$ cat config.mk
export PLATFORM = sky130hd
export DESIGN_NAME = renas_line_fill_master
export DESIGN_NICKNAME = d
export VERILOG_FILES = /design/src/rtl/renas_line_fill_master.sv
export SDC_FILE = /design/constraint.sdc
export NUM_CORES = 1
export LEC_CHECK = 0
export ABC_CLOCK_PERIOD_IN_PS = 14950
export BUFFER_PORTS_ARGS = -buffer_cell sky130_fd_sc_hd__buf_2
export CAP_MARGIN = 20
export CORE_MARGIN = 2
export CORE_UTILIZATION = 50
export CTS_BUF_LIST = sky130_fd_sc_hd__clkbuf_4 sky130_fd_sc_hd__clkbuf_8 sky130_fd_sc_hd__clkbuf_16
export DETAILED_ROUTE_END_ITERATION = 7
export PLACE_DENSITY = 0.79
export REMOVE_ABC_BUFFERS = 1
export SETUP_SLACK_MARGIN = 0.05
export SLEW_MARGIN = 40
export SYNTH_ARGS = -nofsm -noshare
export SYNTH_HDL_FRONTEND = slang
export SYNTH_SLANG_ARGS = --single-unit
$ cat constraint.sdc
create_clock -name clk_l2 -period 14.95 [get_ports clk_l2]
set_input_delay 0.7475 -clock clk_l2 [delete_from_list [all_inputs] [get_ports clk_l2]]
set_output_delay 0.7475 -clock clk_l2 [all_outputs]
set_load 0.02 [all_outputs]
$ cat src/rtl/renas_line_fill_master.sv
// rtl/renas_line_fill_master.sv - cache-line refill/writeback engine driving single-word AHB beats
// Each beat is held on hsel until a hreadyout pulse; beats are separated by a mandatory idle gap.
module renas_line_fill_master #(
  parameter int DATA_LENGTH = 32,
  parameter int ADDR_LENGTH = 32,
  parameter int LINE_WORDS  = 4,
  parameter int IDLE_GAP    = 2,
  parameter int TIMEOUT     = 255
) (
  input  logic                              clk_l2,
  input  logic                              rst,
  input  logic                              req_valid,
  output logic                              req_ready,
  input  logic                              req_write,
  input  logic [ADDR_LENGTH-1:0]            req_addr,
  input  logic [LINE_WORDS*DATA_LENGTH-1:0] req_wline,
  output logic                              rsp_valid,
  output logic                              rsp_err,
  output logic [LINE_WORDS*DATA_LENGTH-1:0] rsp_rline,
  output logic                              hsel,
  output logic [ADDR_LENGTH-1:0]            haddr,
  output logic                              hwrite,
  output logic [DATA_LENGTH-1:0]            hwdata,
  input  logic                              hreadyout,
  input  logic [DATA_LENGTH-1:0]            hrdata
);

  localparam int BW   = (LINE_WORDS > 1) ? $clog2(LINE_WORDS) : 1;
  localparam int OFFB = $clog2(LINE_WORDS * 4);
  localparam int TW   = $clog2(TIMEOUT + 1);
  localparam int GW   = (IDLE_GAP > 1) ? $clog2(IDLE_GAP + 1) : 1;
  localparam logic [ADDR_LENGTH-1:0] OFF_MASK = ADDR_LENGTH'((1 << OFFB) - 1);

  typedef enum logic [1:0] {S_IDLE, S_BEAT, S_GAP, S_RESP} state_t;

  state_t                              state_q;
  logic [BW-1:0]                       beat_q;
  logic [BW-1:0]                       beat_d;
  logic [TW-1:0]                       tmo_q;
  logic [GW-1:0]                       gap_q;
  logic [ADDR_LENGTH-1:0]              base_q;
  logic [ADDR_LENGTH-1:0]              base_d;
  logic [ADDR_LENGTH-1:0]              beat_addr_d;
  logic [DATA_LENGTH-1:0]              beat_data_d;
  logic                                wr_q;
  logic                                err_q;
  logic [LINE_WORDS*DATA_LENGTH-1:0]   line_q;
  logic                                hsel_q;
  logic [ADDR_LENGTH-1:0]              haddr_q;
  logic                                hwrite_q;
  logic [DATA_LENGTH-1:0]              hwdata_q;
  logic                                rsp_valid_q;

  // beat_q already points at the upcoming beat while in GAP
  always_comb begin
    base_d      = req_addr & ~OFF_MASK;
    beat_d      = beat_q + 1'b1;
    beat_addr_d = base_q + {{(ADDR_LENGTH-BW-2){1'b0}}, beat_q, 2'b00};
    beat_data_d = wr_q ? line_q[beat_q*DATA_LENGTH +: DATA_LENGTH] : '0;
  end

  always_ff @(posedge clk_l2 or posedge rst) begin
    if (rst) begin
      state_q     <= S_IDLE;
      beat_q      <= '0;
      tmo_q       <= '0;
      gap_q       <= '0;
      base_q      <= '0;
      wr_q        <= 1'b0;
      err_q       <= 1'b0;
      line_q      <= '0;
      hsel_q      <= 1'b0;
      haddr_q     <= '0;
      hwrite_q    <= 1'b0;
      hwdata_q    <= '0;
      rsp_valid_q <= 1'b0;
    end else begin
      case (state_q)
        S_IDLE: begin
          if (req_valid) begin
            base_q   <= base_d;
            wr_q     <= req_write;
            line_q   <= req_write ? req_wline : '0;
            beat_q   <= '0;
            tmo_q    <= '0;
            hsel_q   <= 1'b1;
            haddr_q  <= base_d;
            hwrite_q <= req_write;
            hwdata_q <= req_write ? req_wline[DATA_LENGTH-1:0] : '0;
            state_q  <= S_BEAT;
          end
        end
        S_BEAT: begin
          if (hreadyout) begin
            if (!wr_q) begin
              line_q[beat_q*DATA_LENGTH +: DATA_LENGTH] <= hrdata;
            end
            hsel_q   <= 1'b0;
            haddr_q  <= '0;
            hwrite_q <= 1'b0;
            hwdata_q <= '0;
            if (beat_q == BW'(LINE_WORDS - 1)) begin
              rsp_valid_q <= 1'b1;
              state_q     <= S_RESP;
            end else begin
              beat_q  <= beat_d;
              gap_q   <= '0;
              state_q <= S_GAP;
            end
          end else if (tmo_q == TW'(TIMEOUT - 1)) begin
            hsel_q      <= 1'b0;
            haddr_q     <= '0;
            hwrite_q    <= 1'b0;
            hwdata_q    <= '0;
            err_q       <= 1'b1;
            rsp_valid_q <= 1'b1;
            state_q     <= S_RESP;
          end else begin
            tmo_q <= tmo_q + 1'b1;
          end
        end
        S_GAP: begin
          if (gap_q == GW'(IDLE_GAP - 1)) begin
            tmo_q    <= '0;
            hsel_q   <= 1'b1;
            haddr_q  <= beat_addr_d;
            hwrite_q <= wr_q;
            hwdata_q <= beat_data_d;
            state_q  <= S_BEAT;
          end else begin
            gap_q <= gap_q + 1'b1;
          end
        end
        S_RESP: begin
          rsp_valid_q <= 1'b0;
          err_q       <= 1'b0;
          state_q     <= S_IDLE;
        end
        default: state_q <= S_IDLE;
      endcase
    end
  end

  assign req_ready = (state_q == S_IDLE) && !rst;
  assign rsp_valid = rsp_valid_q;
  assign rsp_err   = rsp_valid_q & err_q;
  assign rsp_rline = (rsp_valid_q && !wr_q) ? line_q : '0;
  assign hsel      = hsel_q;
  assign haddr     = haddr_q;
  assign hwrite    = hwrite_q;
  assign hwdata    = hwdata_q;

endmodule
==> Word-level counts from Yosys, hierarchy flattened <==
Index checks and enable logic that the tools add are counted.
{ "classes": {"add_sub_neg": 5, "eq_ne": 17, "shift": 3, "n_mux": 50, "bitwise_logic": 1, "reduce_logical": 18} }
{ "ops": {"columns": ["op", "count"], "rows": [
  ["$mux W128", 5],
  ["$mux W32", 8],
  ["$pmux W128 S2", 1],
  ["$pmux W32 S3", 2],
  ["$bwmux W128", 1],
  ["$shift A32 B34 Y128 const A", 1],
  ["$shiftx A128 B8 Y32", 1],
  ["$shiftx A32 B34 Y128", 1],
  ["$neg A7 Y34", 1],
  ["$add A32 B4 Y32", 1],
  ["$mux W8", 4],
  ["$pmux W8 S3", 1],
  ["$mux W2", 10],
  ["$ne A2 B2 Y1 const B", 9],
  ["$reduce_and A4 Y1", 4],
  ["$mux W1", 11],
  ["$reduce_and A3 Y1", 3],
  ["$add A8 B1 Y8 const B", 1],
  ["$eq A8 B8 Y1 const B", 1],
  ["$pmux W2 S2", 2],
  ["$pmux W2 S4", 1],
  ["$eq A2 B2 Y1 const B", 3],
  ["$ne A3 B3 Y1 const B", 2],
  ["$pmux W1 S3", 2],
  ["other kinds (11)", 18]
]} }
{ "word_totals": {"ff_bits": 239, "inputBits": 197, "out_inout_bits": 197, "word_cells": 107} }

==> Depth between registers and ports, before layout <==
{ "depth": {"depth_word": 6, "ltp_mapped": 11, "mapped_depth_nobuf": 6} }

==> Worst setup path after synthesis <==
No wires, ideal clock.
{ "synth_path": {"kind": "register -> register", "startpoint": "reg beat_q[1]", "endpoint": "reg line_q[0]", "setup_time_ns": 0.077, "arrival_ns": 2.289, "required_ns": 14.873, "slack_ns": 12.583, "path_stages_with_launch": 11, "path_buffers": 4, "period_less_slack_ns": 2.367, "path_cell_list": "dfrtp_1 clkbuf_1 buf_2 buf_2 inv_1 ha_1 nand4b_1 nor2_1 clkbuf_1 a22oi_1 a21oi_1"} }
{ "synth_via": {"elab_chain_len": 6, "elab_cells_between_ends": 7, "classes_between": "1 x add/sub; 2 x shift; 4 x mux"} }
{ "synth_lines": {"columns": ["element", "line", "text"], "rows": [
  ["start: declaration", "37", "logic [BW-1:0] beat_q;"],
  ["start signal: assignment", "106", "beat_q <= beat_d;"],
  ["$neg A7 Y34 *", "96", "line_q[beat_q*DATA_LENGTH +: DATA_LENGTH] <= hrdata;"],
  ["$shiftx A32 B34 Y128 / $shift A32 B34 Y128 (equally long branches)", "96", null],
  ["$bwmux W128 *", "96", null],
  ["$mux W128 *", "95", "if (!wr_q) begin"],
  ["$mux W128 *", "94", "if (hreadyout) begin"],
  ["$pmux W128 S2 *", "78", "case (state_q)"],
  ["end signal: assignment", "83", "line_q <= req_write ? req_wline : '0;"],
  ["end signal: indexed assignment", "96", null],
  ["end: declaration", "47", "logic [LINE_WORDS*DATA_LENGTH-1:0] line_q;"]
]} }
Mark *: on every way between the ends. The rest lies on a longest branch, timed or not. The select of a mux whose other input is x is not followed.
A chain may end at the register's enable or synchronous reset.

==> Final worst setup path <==
{ "layout_path": {"startpoint": "reg state_q[0]", "endpoint": "reg haddr_q[29] (netlist: haddr[29])"} }
{ "layout_via": {"elab_chain_len": 3, "elab_cells_between_ends": 9, "classes_between": "5 x eq/ne; 1 x mux; 3 x reduce/logical"} }
{ "layout_lines": {"columns": ["element", "line", "text"], "rows": [
  ["start: declaration", "36", "state_t state_q;"],
  ["start signal: assignment", "64", "state_q <= S_IDLE;"],
  ["start signal: assignment", "90", "state_q <= S_BEAT;"],
  ["start signal: assignment", "104", "state_q <= S_RESP;"],
  ["$eq A2 B1 Y1 (tied with other cells)", "78", null],
  ["$ne A3 B3 Y1 (no source line) (tied with other cells)", null, null],
  ["$reduce_and A4 Y1 (no source line)", null, null],
  ["end signal: assignment", "87", "haddr_q <= base_d;"],
  ["end signal: assignment", "126", "haddr_q <= beat_addr_d;"],
  ["end: declaration", "49", "logic [ADDR_LENGTH-1:0] haddr_q;"]
]} }
Several ways; a longest one is shown, not always the timed one.

==> impl_metrics.env <==
export IMPL_status="complete, no violations"
export IMPL_cts_tree="yes"
export IMPL_grt_overflow_total=0
export IMPL_hold_viol_final=0
export IMPL_synth_seq_cells=237
export IMPL_fin_total_pwr_mw=3.95
export IMPL_yosysSeqAreaShare=0.460
export IMPL_p_leak_nw=7.67
export IMPL_netlist_area_leader_share=0.460
export IMPL_postCtsSetupBuffers=0
export IMPL_synth_edf_count=0
export IMPL_startpoint_type="flop"
export IMPL_synth_compound_area_frac=0.198
export IMPL_holdWs_ns=0.350
export IMPL_avgSynthCellArea_um2=9.41
export IMPL_reg2reg_depth=8
export IMPL_hold_buffers=0
export IMPL_dr_pass1_iters=6
export IMPL_grt_pass1_vias=11900
export IMPL_critPathKind="flop to flop"
export IMPL_drv_slew=0
export IMPL_rsz0062_at_grt="false"
export IMPL_endpoint_kind="flop"
export IMPL_fill_cells=2099
export IMPL_fp_row_count=58
export IMPL_drc=0
export IMPL_via_per_inst=5.93
export IMPL_dp_hpwl_mm=28.3
export IMPL_final_setup_viol_count=0
export IMPL_synth_top_family_by_area="compound AO/OA/AOI/OAI gates"
export IMPL_synth_flop_cell="dfrtp_1"
export IMPL_synth_cell_types=47
export IMPL_grt_max_degree=96
export IMPL_fin_util=0.631
export IMPL_arrival_ns=3.65
export IMPL_ios=394
export IMPL_dr_total_vias=12100
export IMPL_clock_path_buffers=3
export IMPL_r2r_end="haddr[29]$_DFFE_PP0P_"
export IMPL_finalClockSkew_ns=0.0232
export IMPL_synthTopCellsByArea="dfrtp_1 (46%), mux2i_1 (7.8%), a22oi_1 (7.5%)"
export IMPL_drt_total_wl_mm=43.5
export IMPL_tightestPinTransition_ns=0.873
export IMPL_synthAdderAreaFrac=0.0117
export IMPL_post_synth_top_count_cell="dfrtp_1"
export IMPL_async_reset_ff_frac=1.00
export IMPL_syn_to_final_growth_pct=23.6
export IMPL_nets=1905
export IMPL_rrSetupSlack_ns=11.71
export IMPL_cts_buffers=27
export IMPL_place_congestion=0.865
export IMPL_syn_instance_count=1370
export IMPL_path_max_fanout=57
export IMPL_yosys_area_top_type="dfrtp_1"
export IMPL_root_buffer="clkbuf_16"
export IMPL_cts_clk_slew_worst_paths_ns=0.06
export IMPL_r2r_start="state_q[0]$_DFFE_PP0P_"
export IMPL_fin_crit_sh=0.217
export IMPL_tns_ns=0
export IMPL_fin_cells=2048
export IMPL_clock_latency_ns=0.54
export IMPL_synthMuxAreaShare=0.113
export IMPL_ctsResizeCount=0
export IMPL_dieArea_mm2=0.0271
export IMPL_p_per_area_mw_per_mm2=248
export IMPL_cts_sinks=237
export IMPL_ys_warn_count=0
export IMPL_avgRoutedWirePerCell_um=21.3
export IMPL_maxCapViolations=0
export IMPL_grt_usage=0.317
export IMPL_cp_required_ns=15.36
export IMPL_synth_common_cells="dfrtp_1 (237), a21oi_1 (162), nor2_1 (138)"
export IMPL_initial_utilization=0.510
export IMPL_hold_class="input port to async pin"
export IMPL_antenna_found_initial=5
export IMPL_syn_area_mm2=0.0129
export IMPL_clock_fmax_ghz=0.308
export IMPL_htree_num_levels=1
export IMPL_grt_pass1_wl_mm=66.7
export IMPL_synth_xor_area_share=0
export IMPL_drtIter0Drc=1175
export IMPL_ir_drop_uv=148
export IMPL_die_h_um=165
export IMPL_slew_headroom=0.418
export IMPL_core_area_mm2=0.0253
export IMPL_drive_gt1_frac=0.299
export IMPL_placed_cells=1996
export IMPL_yosys_area_share_simple=0.147
export IMPL_period_needed_ns=3.24
export IMPL_dieWidth_um=165
export IMPL_antenna_left=0
export IMPL_io_buffers=387
-- placed cells by master, fill, tap and decap left out, types with 5 or more instances in the layout --
cell type,count
buf_6,6
clkbuf_16,27
inv_1,76
mux2i_1,100
mux2_4,26
buf_4,18
o22ai_1,33
nand3_1,38
nand2b_1,6
and2_1,130
dfrtp_1,236
a31oi_1,5
a21oi_1,162
o221ai_1,5
nor2_1,136
clkbuf_4,5
buf_2,387
a22oi_1,128
nand2_1,41
clkbuf_8,9
nor2b_1,6
mux2_2,5
o21ai_0,66
ha_1,12
-- cell families (layout without fill, tap and decap cells) --
group | Yosys count | count (layout)
AOI/OAI and AO/OA | 414 | 414
DFF | 237 | 237
buffers and inverters | 196 | 540
and+or+nand+nor | 378 | 378
other | 1 | 5
muxes | 132 | 132
adders and majority gates | 12 | 12
-- flip-flops by register name, summed over array words and instances, names as in the netlist --
name / flops
base_q: 28
beat_q: 2
err_q: 1
gap_q: 2
haddr: 30
hsel: 1
hwdata: 32
hwrite: 1
line_q: 128
rsp_valid: 1
state_q: 2
tmo_q: 8
wr_q: 1
-- worst max path at each step --
stage / startpoint / to / slack (ns) / cells past startpoint
after CTS: wr_q$_DFFE_PP0P_ / rsp_rline[117] / 11.24 / 4
after detailed placement: state_q[0]$_DFFE_PP0P_ / haddr[27]$_DFFE_PP0P_ / 11.77 / 8
after global placement: state_q[0]$_DFFE_PP0P_ / haddr[29]$_DFFE_PP0P_ / 11.56 / 8
after floorplan: rst / base_q[10]$_DFFE_PP0P_ / 7.70 / 1
final: state_q[0]$_DFFE_PP0P_ / haddr[29]$_DFFE_PP0P_ / 11.71 / 8
after global routing: state_q[0]$_DFFE_PP0P_ / haddr[29]$_DFFE_PP0P_ / 11.61 / 8
-- per-stage QoR --
stage / area [um^2] / setup WS, ns
after global routing: 15900 / 11.61
after CTS: 15900 / 11.24
after global placement: 14800 / 11.56
after detailed placement: 15000 / 11.77
after floorplan: 12300 / 7.70
final: 15900 / 11.71
-- worst max-delay path: stages (launching register included) --
cell and delay, ns:
dfrtp_1 0.37, inv_1 0.08, ha_1 0.20, buf_4 0.27, nand2b_1 0.17, nand2_1 0.18
nor3_4 0.62, buf_6 0.72, mux2_2 0.41
-- cell type report --
cell class,count,area (um^2),share of cell area
clock inverter,7,88.8,0.00558
sequential,237,5930,0.373
clock buffer,41,837,0.0526
inverter,77,297,0.0186
multi-input combinational,938,6120,0.384
tap,330,413,0.0259
antenna,3,7.51,0.000471
timing repair buffer,415,2230,0.140
-- report_power, final --
part | switching (mW) | total, mW | internal [mW]
combinational | 1.32 | 2.10 | 0.780
clock | 0.273 | 0.692 | 0.418
sequential | 0.216 | 1.16 | 0.946
-- per-layer routing --
layer / up-vias / global-route usage / part of all wire
met5: - / 0 / 0.0011
met4: 8 / 0.127 / 0.043
met3: 140 / 0.0733 / 0.098
met2: 679 / 0.509 / 0.47
met1: 5874 / 0.415 / 0.39
li1: 5443 / - / -
Power figures use the tool's default switching activity.
